**src/rtl/pipeline_hazard_ctrl.sv**
```systemverilog
// Front-end pipeline sequencer: load-use stall, vector-op EXE hold, branch squash,
// plus a saturating count of cycles in which the PC was held.
module pipeline_hazard_ctrl #(
  parameter int VEC_CYCLES   = 4,
  parameter int FLUSH_CYCLES = 1,
  parameter int REG_AW       = 3
) (
  input  logic              clk,
  input  logic              rst_n,
  input  logic              id_valid,
  input  logic [REG_AW-1:0] id_src1,
  input  logic [REG_AW-1:0] id_src2,
  input  logic              id_use_src1,
  input  logic              id_use_src2,
  input  logic              id_is_vec,
  input  logic [REG_AW-1:0] exe_dir_dest,
  input  logic              exe_mem_rd,
  input  logic              exe_reg_wr,
  input  logic              branch_taken,
  output logic              pc_en,
  output logic              if_id_en,
  output logic              if_id_flush,
  output logic              id_exe_en,
  output logic              id_exe_bubble,
  output logic              exe_busy,
  output logic [15:0]       stall_cnt
);

  typedef enum logic [1:0] {
    ST_RUN      = 2'd0,
    ST_VEC_BUSY = 2'd1,
    ST_FLUSH    = 2'd2
  } state_t;

  localparam logic [3:0] VEC_LOAD   = 4'(VEC_CYCLES - 1);
  localparam logic [3:0] FLUSH_LOAD = 4'(FLUSH_CYCLES);

  state_t      state_r, state_nxt_s;
  logic [3:0]  cnt_r, cnt_nxt_s;
  logic [15:0] stall_cnt_r;
  logic        haz_s;
  logic        pc_en_s, if_id_en_s, if_id_flush_s, id_exe_en_s, id_exe_bubble_s, exe_busy_s;

  assign haz_s = id_valid & exe_mem_rd & exe_reg_wr &
                 ((id_use_src1 & (id_src1 == exe_dir_dest)) |
                  (id_use_src2 & (id_src2 == exe_dir_dest)));

  // State and sequencing counter register
  always_ff @(posedge clk or negedge rst_n) begin
    if (!rst_n) begin
      state_r <= ST_RUN;
      cnt_r   <= 4'd0;
    end else begin
      state_r <= state_nxt_s;
      cnt_r   <= cnt_nxt_s;
    end
  end

  // Next-state and output decode; branch beats hazard beats vector issue
  always_comb begin
    state_nxt_s     = state_r;
    cnt_nxt_s       = cnt_r;
    pc_en_s         = 1'b1;
    if_id_en_s      = 1'b1;
    if_id_flush_s   = 1'b0;
    id_exe_en_s     = 1'b1;
    id_exe_bubble_s = 1'b0;
    exe_busy_s      = 1'b0;
    if (!rst_n) begin
      state_nxt_s     = ST_RUN;
      cnt_nxt_s       = 4'd0;
      pc_en_s         = 1'b0;
      if_id_en_s      = 1'b0;
      id_exe_en_s     = 1'b0;
      if_id_flush_s   = 1'b1;
      id_exe_bubble_s = 1'b1;
    end else if (branch_taken) begin
      if_id_flush_s   = 1'b1;
      id_exe_bubble_s = 1'b1;
      if (FLUSH_CYCLES == 0) begin
        state_nxt_s = ST_RUN;
        cnt_nxt_s   = 4'd0;
      end else begin
        state_nxt_s = ST_FLUSH;
        cnt_nxt_s   = FLUSH_LOAD;
      end
    end else begin
      case (state_r)
        ST_RUN: begin
          if (haz_s) begin
            pc_en_s         = 1'b0;
            if_id_en_s      = 1'b0;
            id_exe_bubble_s = 1'b1;
          end else if (id_valid && id_is_vec && (VEC_CYCLES > 1)) begin
            state_nxt_s = ST_VEC_BUSY;
            cnt_nxt_s   = VEC_LOAD;
          end else begin
            state_nxt_s = ST_RUN;
          end
        end
        ST_VEC_BUSY: begin
          pc_en_s     = 1'b0;
          if_id_en_s  = 1'b0;
          id_exe_en_s = 1'b0;
          exe_busy_s  = 1'b1;
          cnt_nxt_s   = cnt_r - 4'd1;
          // <=1 rather than ==1 so a corrupted zero count cannot lock the front end
          if (cnt_r <= 4'd1) begin
            state_nxt_s = ST_RUN;
          end else begin
            state_nxt_s = ST_VEC_BUSY;
          end
        end
        ST_FLUSH: begin
          id_exe_bubble_s = 1'b1;
          cnt_nxt_s       = cnt_r - 4'd1;
          if (cnt_r <= 4'd1) begin
            state_nxt_s = ST_RUN;
          end else begin
            state_nxt_s = ST_FLUSH;
          end
        end
        default: begin
          state_nxt_s = ST_RUN;
          cnt_nxt_s   = 4'd0;
        end
      endcase
    end
  end

  // Saturating count of cycles with the PC held
  always_ff @(posedge clk or negedge rst_n) begin
    if (!rst_n) begin
      stall_cnt_r <= 16'd0;
    end else if (!pc_en_s && (stall_cnt_r != 16'hFFFF)) begin
      stall_cnt_r <= stall_cnt_r + 16'd1;
    end else begin
      stall_cnt_r <= stall_cnt_r;
    end
  end

  assign pc_en         = pc_en_s;
  assign if_id_en      = if_id_en_s;
  assign if_id_flush   = if_id_flush_s;
  assign id_exe_en     = id_exe_en_s;
  assign id_exe_bubble = id_exe_bubble_s;
  assign exe_busy      = exe_busy_s;
  assign stall_cnt     = stall_cnt_r;

endmodule

```
**config.mk**
```make
export PLATFORM = sky130hd
export DESIGN_NAME = pipeline_hazard_ctrl
export DESIGN_NICKNAME = d
export VERILOG_FILES = /design/src/rtl/pipeline_hazard_ctrl.sv
export SDC_FILE = /design/constraint.sdc
export NUM_CORES = 1
export LEC_CHECK = 0
export CORE_MARGIN = 10
export CORE_UTILIZATION = 50
export DETAILED_ROUTE_END_ITERATION = 10
export PLACE_DENSITY = 0.92
export SYNTH_ARGS = -nofsm -noshare
export SYNTH_HDL_FRONTEND = slang
export SYNTH_SLANG_ARGS = --single-unit
```
**constraint.sdc**
```tcl
create_clock -name clk -period 5 [get_ports clk]
set_input_delay 1.5 -clock clk [delete_from_list [all_inputs] [get_ports clk]]
set_output_delay 1.5 -clock clk [all_outputs]
set_load 0.01 [all_outputs]
```
==> flow_summary.yaml, run 1 <==
cells_and_area:
  final_area_sq_um: 1850
  syn_to_final_growth_pct: 34.2
  fin_cells: 218
  nNetsFinal: 214
  num_antenna_cells: 0
  drive_above_1_share: 0.0957
setup_path:
  r2r_start: "stall_cnt[0]"
  cpMostUsedCell: "clkdlybuf4s50_1"
  required_ns: 3.50
  worstRegToRegCells: 6
  critPathMaxFanout: 3
  critical_path.cell_chain: "clkdlybuf4s50_1 -> xnor2_1 -> nand4_1 -> a211oi_2 -> or2_0 -> inv_1 -> clkdlybuf4s50_1"
  end_kind: "output pin"
  cpPeakStageDelay_ns: 0.51
  ff2ff_setup_slack_ns: 3.00
  cp-start-kind: "primary input"
  critPathKind: "in -> out"
  worstPathArrival_ns: 3.36
  reg2reg_to: "stall_cnt[1]"
  crit_slowest_cell: "clkdlybuf4s50_1"
sta:
  drv_slew: 0
  fin_skew_ns: 0.00626
  period_needed_ns: 4.86
  setup_slack_ns: 0.144
  rsz0062_at_grt: "false"
  fin_setup_tns_ns: 0
  hold_viol: 0
  slew_headroom: 0.613
  fmax_ghz: 0.206
  worst_slew_pin_slew_ns: 0.581
  setup_viol: 0
  finalCritPeriodShare: 0.971
clocking:
  cts_tree: "done"
  path_clk_slew_ns: 0.12
  ctsHoldBuffers: 0
  clock_latency_ns: 0.31
  cts_max_level: 1
  root_buffer: "clkbuf_4"
  clk_path_buf_depth: 2
  ctsResizeCount: 0
  cts_buffers: 3
  cts_setup_buffers: 0
  cts_sinks: 22
detailed_routing:
  wirelength_um: 3340
  vias_per_cell: 5.57
  routedWlPerCell_um: 15.3
  vias: 1215
  ant_nets: 0
  first_pass_iters: 4
  dr.first_iter.drc_count: 67
  drc: 0
synth:
  avgSynthCellArea_sq_um: 9.55
  yosys_warnings: 0
  ys_types: 34
  async_flop_share: 1.00
  ys.flop_type: "dfrtp_1"
  synth.most_common_cell: "dfrtp_1"
  synth-seq-cells: 22
  yosysTopAreaCell: "dfrtp_1"
  synth-edff-count: 0
  ys_top_cells_by_count: "dfrtp_1, nor2_1, xnor2_1"
  yosys.area.top_type_share: 0.400
  seq_area_frac_synth: 0.400
  ys_top_cells_by_area: "dfrtp_1, xnor2_1, ha_1"
  synth_cells: 144
  syn_area_sq_um: 1380
  syn_nets: 169
placement:
  place_area_sq_um: 1810
  dp_slack_ns: 0.124
  port_buffers: 39
  gp_congestion: 0.900
  post-dp-hpwl_um: 2720
  dp.cells: 214
global_routing:
  grt_max_degree: 15
  overflow: 0
  grt_pass1_vias: 1238
  grt_usage: 0.132
  grt_pass1_wl_um: 5820
  antenna_found_initial: 0
power_and_ir_drop:
  p_leak_uw: 0.000767
  vdd.ir_drop.worst_uv: 408
  cellPowerDensity_nw_per_um2: 294
worst_hold_path:
  worstHoldStart: "stall_cnt[15]"
  hold_class: "reg -> reg"
  hold_depth: 1
  min_to: "stall_cnt[15]"
floorplan:
  floorplan.initialDensity: 0.540
  core_sq_um: 2540
  core.rowCount: 18
  die_x_um: 72.4
  dieHeight_um: 72.4
  die_area_sq_um: 5250
  io_pins: 40
flow_run:
  max_cap_viol_count: 0
outcome:
  outcome: "finished, final reports clean"
where the power goes:
group          internal, uW  switching (uW)
sequential              208            53.7
clock                  44.5            52.4
combinational           104            80.9
layout make-up:
| class | count | area, sq um |
|---|---|---|
| multi-input combinational | 109 | 759 |
| fill | 184 | 699 |
| sequential | 22 | 551 |
| timing repair buffer | 44 | 428 |
| tap | 30 | 37.5 |
| clock buffer | 4 | 36.3 |
| inverter | 9 | 33.8 |
logic make-up (layout without fill, tap and decap cells):
family,Yosys count,count (layout),share of synthesized area
AND/OR/NAND/NOR,55,55,0.230
multiplexers,1,1,0.00819
XOR/XNOR,20,20,0.127
buffers and inverters,13,57,0.0473
adder cells (fa/ha/maj),7,7,0.0637
AO/OA/AOI/OAI,26,26,0.123
flip-flops,22,22,0.400
worst max path at each step:
stage | to | slack (ns) | startpoint | cells past startpoint
after global routing | if_id_en | 0.002 | exe_dir_dest[0] | 7
final | if_id_en | 0.14 | exe_dir_dest[0] | 7
after detailed placement | pc_en | 0.12 | exe_dir_dest[0] | 7
after global placement | pc_en | 0.15 | exe_dir_dest[0] | 7
after CTS | pc_en | 0.13 | exe_dir_dest[0] | 7
after floorplan | pc_en | 0.98 | exe_dir_dest[0] | 7
sequential cells by signal, summed over array words and instances (netlist names):
signal / flops
cnt_r: 4
state_r: 2
stall_cnt: 16
critical path: cells and delay by family:
kind                   cells  cell delay [ns]
buffers and inverters      3             1.06
AND/OR/NAND/NOR            2             0.36
AO/OA/AOI/OAI              1             0.31
XOR/XNOR                   1             0.13
metal layers:
metal | global-route usage | up-vias | part of all wire
met1 | 0.153 | 575 | 0.39
met4 | 0.0127 | 0 | 0.0012
met5 | 0 | - | 0
met2 | 0.235 | 40 | 0.54
li1 | - | 598 | -
met3 | 0.0476 | 2 | 0.065
placed cells by master (no fill, tap or decap), drive strengths merged, types with 8 or more instances in the layout:
| cell | Yosys | routed |
|---|---|---|
| xnor2 | 11 | 11 |
| nor3 | 9 | 9 |
| dfrtp | 22 | 22 |
| xor2 | 9 | 9 |
| nand4 | 10 | 10 |
| o21ai | 8 | 8 |
| inv | 9 | 9 |
| nor2 | 13 | 13 |
| clkdlybuf4s50 | 0 | 39 |
per-stage QoR:
step                utilization  hold slack (ns)  power (uW)
floorplan                     -            0.487         346
global placement          0.711            0.484         442
detailed placement        0.711            0.495         451
CTS                       0.725            0.512         549
global route              0.725            0.548         580
finish                    0.725            0.500         543
No activity file was read; power rests on OpenSTA's default activity.
==> run 2, diff against run 1 <==
--- a/config.mk
+++ b/config.mk
@@ -5,10 +5,12 @@
 export SDC_FILE = /design/constraint.sdc
 export NUM_CORES = 1
 export LEC_CHECK = 0
+export CELL_PAD_IN_SITES_DETAIL_PLACEMENT = 0
+export CELL_PAD_IN_SITES_GLOBAL_PLACEMENT = 1
 export CORE_MARGIN = 10
-export CORE_UTILIZATION = 50
+export CORE_UTILIZATION = 38
 export DETAILED_ROUTE_END_ITERATION = 10
-export PLACE_DENSITY = 0.92
+export PLACE_DENSITY = 0.93
 export SYNTH_ARGS = -nofsm -noshare
 export SYNTH_HDL_FRONTEND = slang
 export SYNTH_SLANG_ARGS = --single-unit
==> flow_summary.yaml, run 2 (synthesis gave the netlist of run 1 again) <==
outcome:
  outcome: "finished, final reports clean"
global_routing:
  grt_max_degree: 12
  grt_usage: 0.108
  grt_pass1_wl_um: 5670
  grt_pass1_vias: 1197
  overflow: 0
  antenna_found_initial: 0
sta:
  drv_slew: 0
  fmax_ghz: 0.205
  setup_viol: 0
  holdWs_ns: 0.508
  fin_setup_tns_ns: 0
  fin_skew_ns: 0.00202
  hold_viol: 0
  finalCritPeriodShare: 0.976
  period_needed_ns: 4.88
  slew_headroom: 0.622
  worst_slew_pin_slew_ns: 0.567
  rsz0062_at_grt: "true"
detailed_routing:
  wirelength_um: 3400
  dr.first_iter.drc_count: 146
  routedWlPerCell_um: 14.3
  ant_nets: 0
  vias: 1220
  drc: 0
  vias_per_cell: 5.13
  first_pass_iters: 4
placement:
  dp.cells: 232
  gp_congestion: 0.861
  place_area_sq_um: 1840
  post-dp-hpwl_um: 2820
  port_buffers: 39
floorplan:
  core_sq_um: 3420
  floorplan.initialDensity: 0.403
  io_pins: 40
  core.rowCount: 21
  die_area_sq_um: 6420
  dieHeight_um: 80.2
  die_x_um: 80.2
setup_path:
  crit_slowest_cell: "clkdlybuf4s50_1"
  r2r_start: "state_r[0]"
  critical_path.cell_chain: "clkdlybuf4s50_1 -> xnor2_1 -> nand4_1 -> buf_4 -> a21oi_1 -> or3_1 -> clkdlybuf4s50_1"
  reg2reg_to: "stall_cnt[1]"
  cp_top_family: "buffers and inverters"
  worstRegToRegCells: 7
  cpMostUsedCell: "clkdlybuf4s50_1"
  critPathMaxFanout: 3
  cpPeakStageDelay_ns: 0.53
  cp-start-kind: "primary input"
  worstPathArrival_ns: 3.38
  critPathKind: "in -> out"
  end_kind: "output pin"
  cp_num_buf_inv: 3
  ff2ff_setup_slack_ns: 2.91
  required_ns: 3.50
cells_and_area:
  mostFrequentLayoutCells: "clkdlybuf4s50_1, dfrtp_1, nor2_1"
  final_common_cell: "clkdlybuf4s50_1"
  nNetsFinal: 219
  fin_cells: 238
  drive_above_1_share: 0.115
  syn_to_final_growth_pct: 37.4
  largest_register_ffs: 16
  num_antenna_cells: 0
  final_area_sq_um: 1890
power_and_ir_drop:
  p_leak_uw: 0.000785
  total_power_uw: 526
  vdd.ir_drop.worst_uv: 262
  cellPowerDensity_nw_per_um2: 279
worst_hold_path:
  worstHoldStart: "stall_cnt[15]"
  hold_depth: 1
  hold_class: "reg -> reg"
  min_to: "stall_cnt[15]"
flow_run:
  max_cap_viol_count: 0
clocking:
  cts_sinks: 22
  path_clk_slew_ns: 0.11
  clk_path_buf_depth: 2
  cts_max_level: 1
  root_buffer: "clkbuf_4"
  cts_buffers: 3
  cts_tree: "done"
  clock_latency_ns: 0.29
-- run 2: where the power goes --
part,switching [uW],internal (uW)
Combinational,82.1,105
Sequential,54.4,208
Clock,48.3,28.0
Total,185,341
-- run 2: metrics by stage --
step,utilization,worst slack [ns]
CTS,0.547,0.0347
global placement,0.540,0.117
global route,0.553,-0.00383
detailed placement,0.540,0.0349
finish,0.553,0.119
floorplan,-,0.976
-- run 2: worst reg2reg max path: stages, from the launching register on --
cell and delay [ns]:
dfrtp_1 0.42, inv_1 0.08, ha_1 0.26, nand4_1 0.16, a211oi_2 0.08, buf_4 0.14, o21ai_2 0.45, mux2_2 0.40
-- run 2: final cells by class --
| class | instances | area, sq um |
|---|---|---|
| Multi-Input combinational cell | 109 | 759 |
| Inverter | 9 | 33.8 |
| Fill cell | 318 | 1530 |
| Clock buffer | 3 | 22.5 |
| Sequential cell | 22 | 551 |
| Tap cell | 46 | 57.6 |
| Timing Repair Buffer | 49 | 465 |
-- run 2: worst max path at each step --
stage / slack, ns / to / from / depth (start not counted)
after global routing: -0.004 / id_exe_bubble / exe_dir_dest[0] / 7
after floorplan: 0.98 / pc_en / exe_dir_dest[0] / 7
after global placement: 0.12 / if_id_en / exe_dir_dest[0] / 7
final: 0.12 / id_exe_bubble / exe_dir_dest[0] / 7
after CTS: 0.03 / if_id_en / exe_dir_dest[0] / 7
after detailed placement: 0.03 / if_id_en / exe_dir_dest[0] / 7
-- run 2: repair_timing --
action                     CTS  global route
resized for setup            0             1
hold buffers                 0             0
setup endpoints to repair    0             2
hold endpoints to repair     0             0
buffers inserted             0             3
-- run 2: per-layer routing --
layer  vias up  global-route usage  share of wire
li1        607                   -              -
met1       577               0.126           0.40
met2        30               0.185           0.52
met3         6              0.0390          0.064
met4         0              0.0229          0.015
met5         -                   0              0
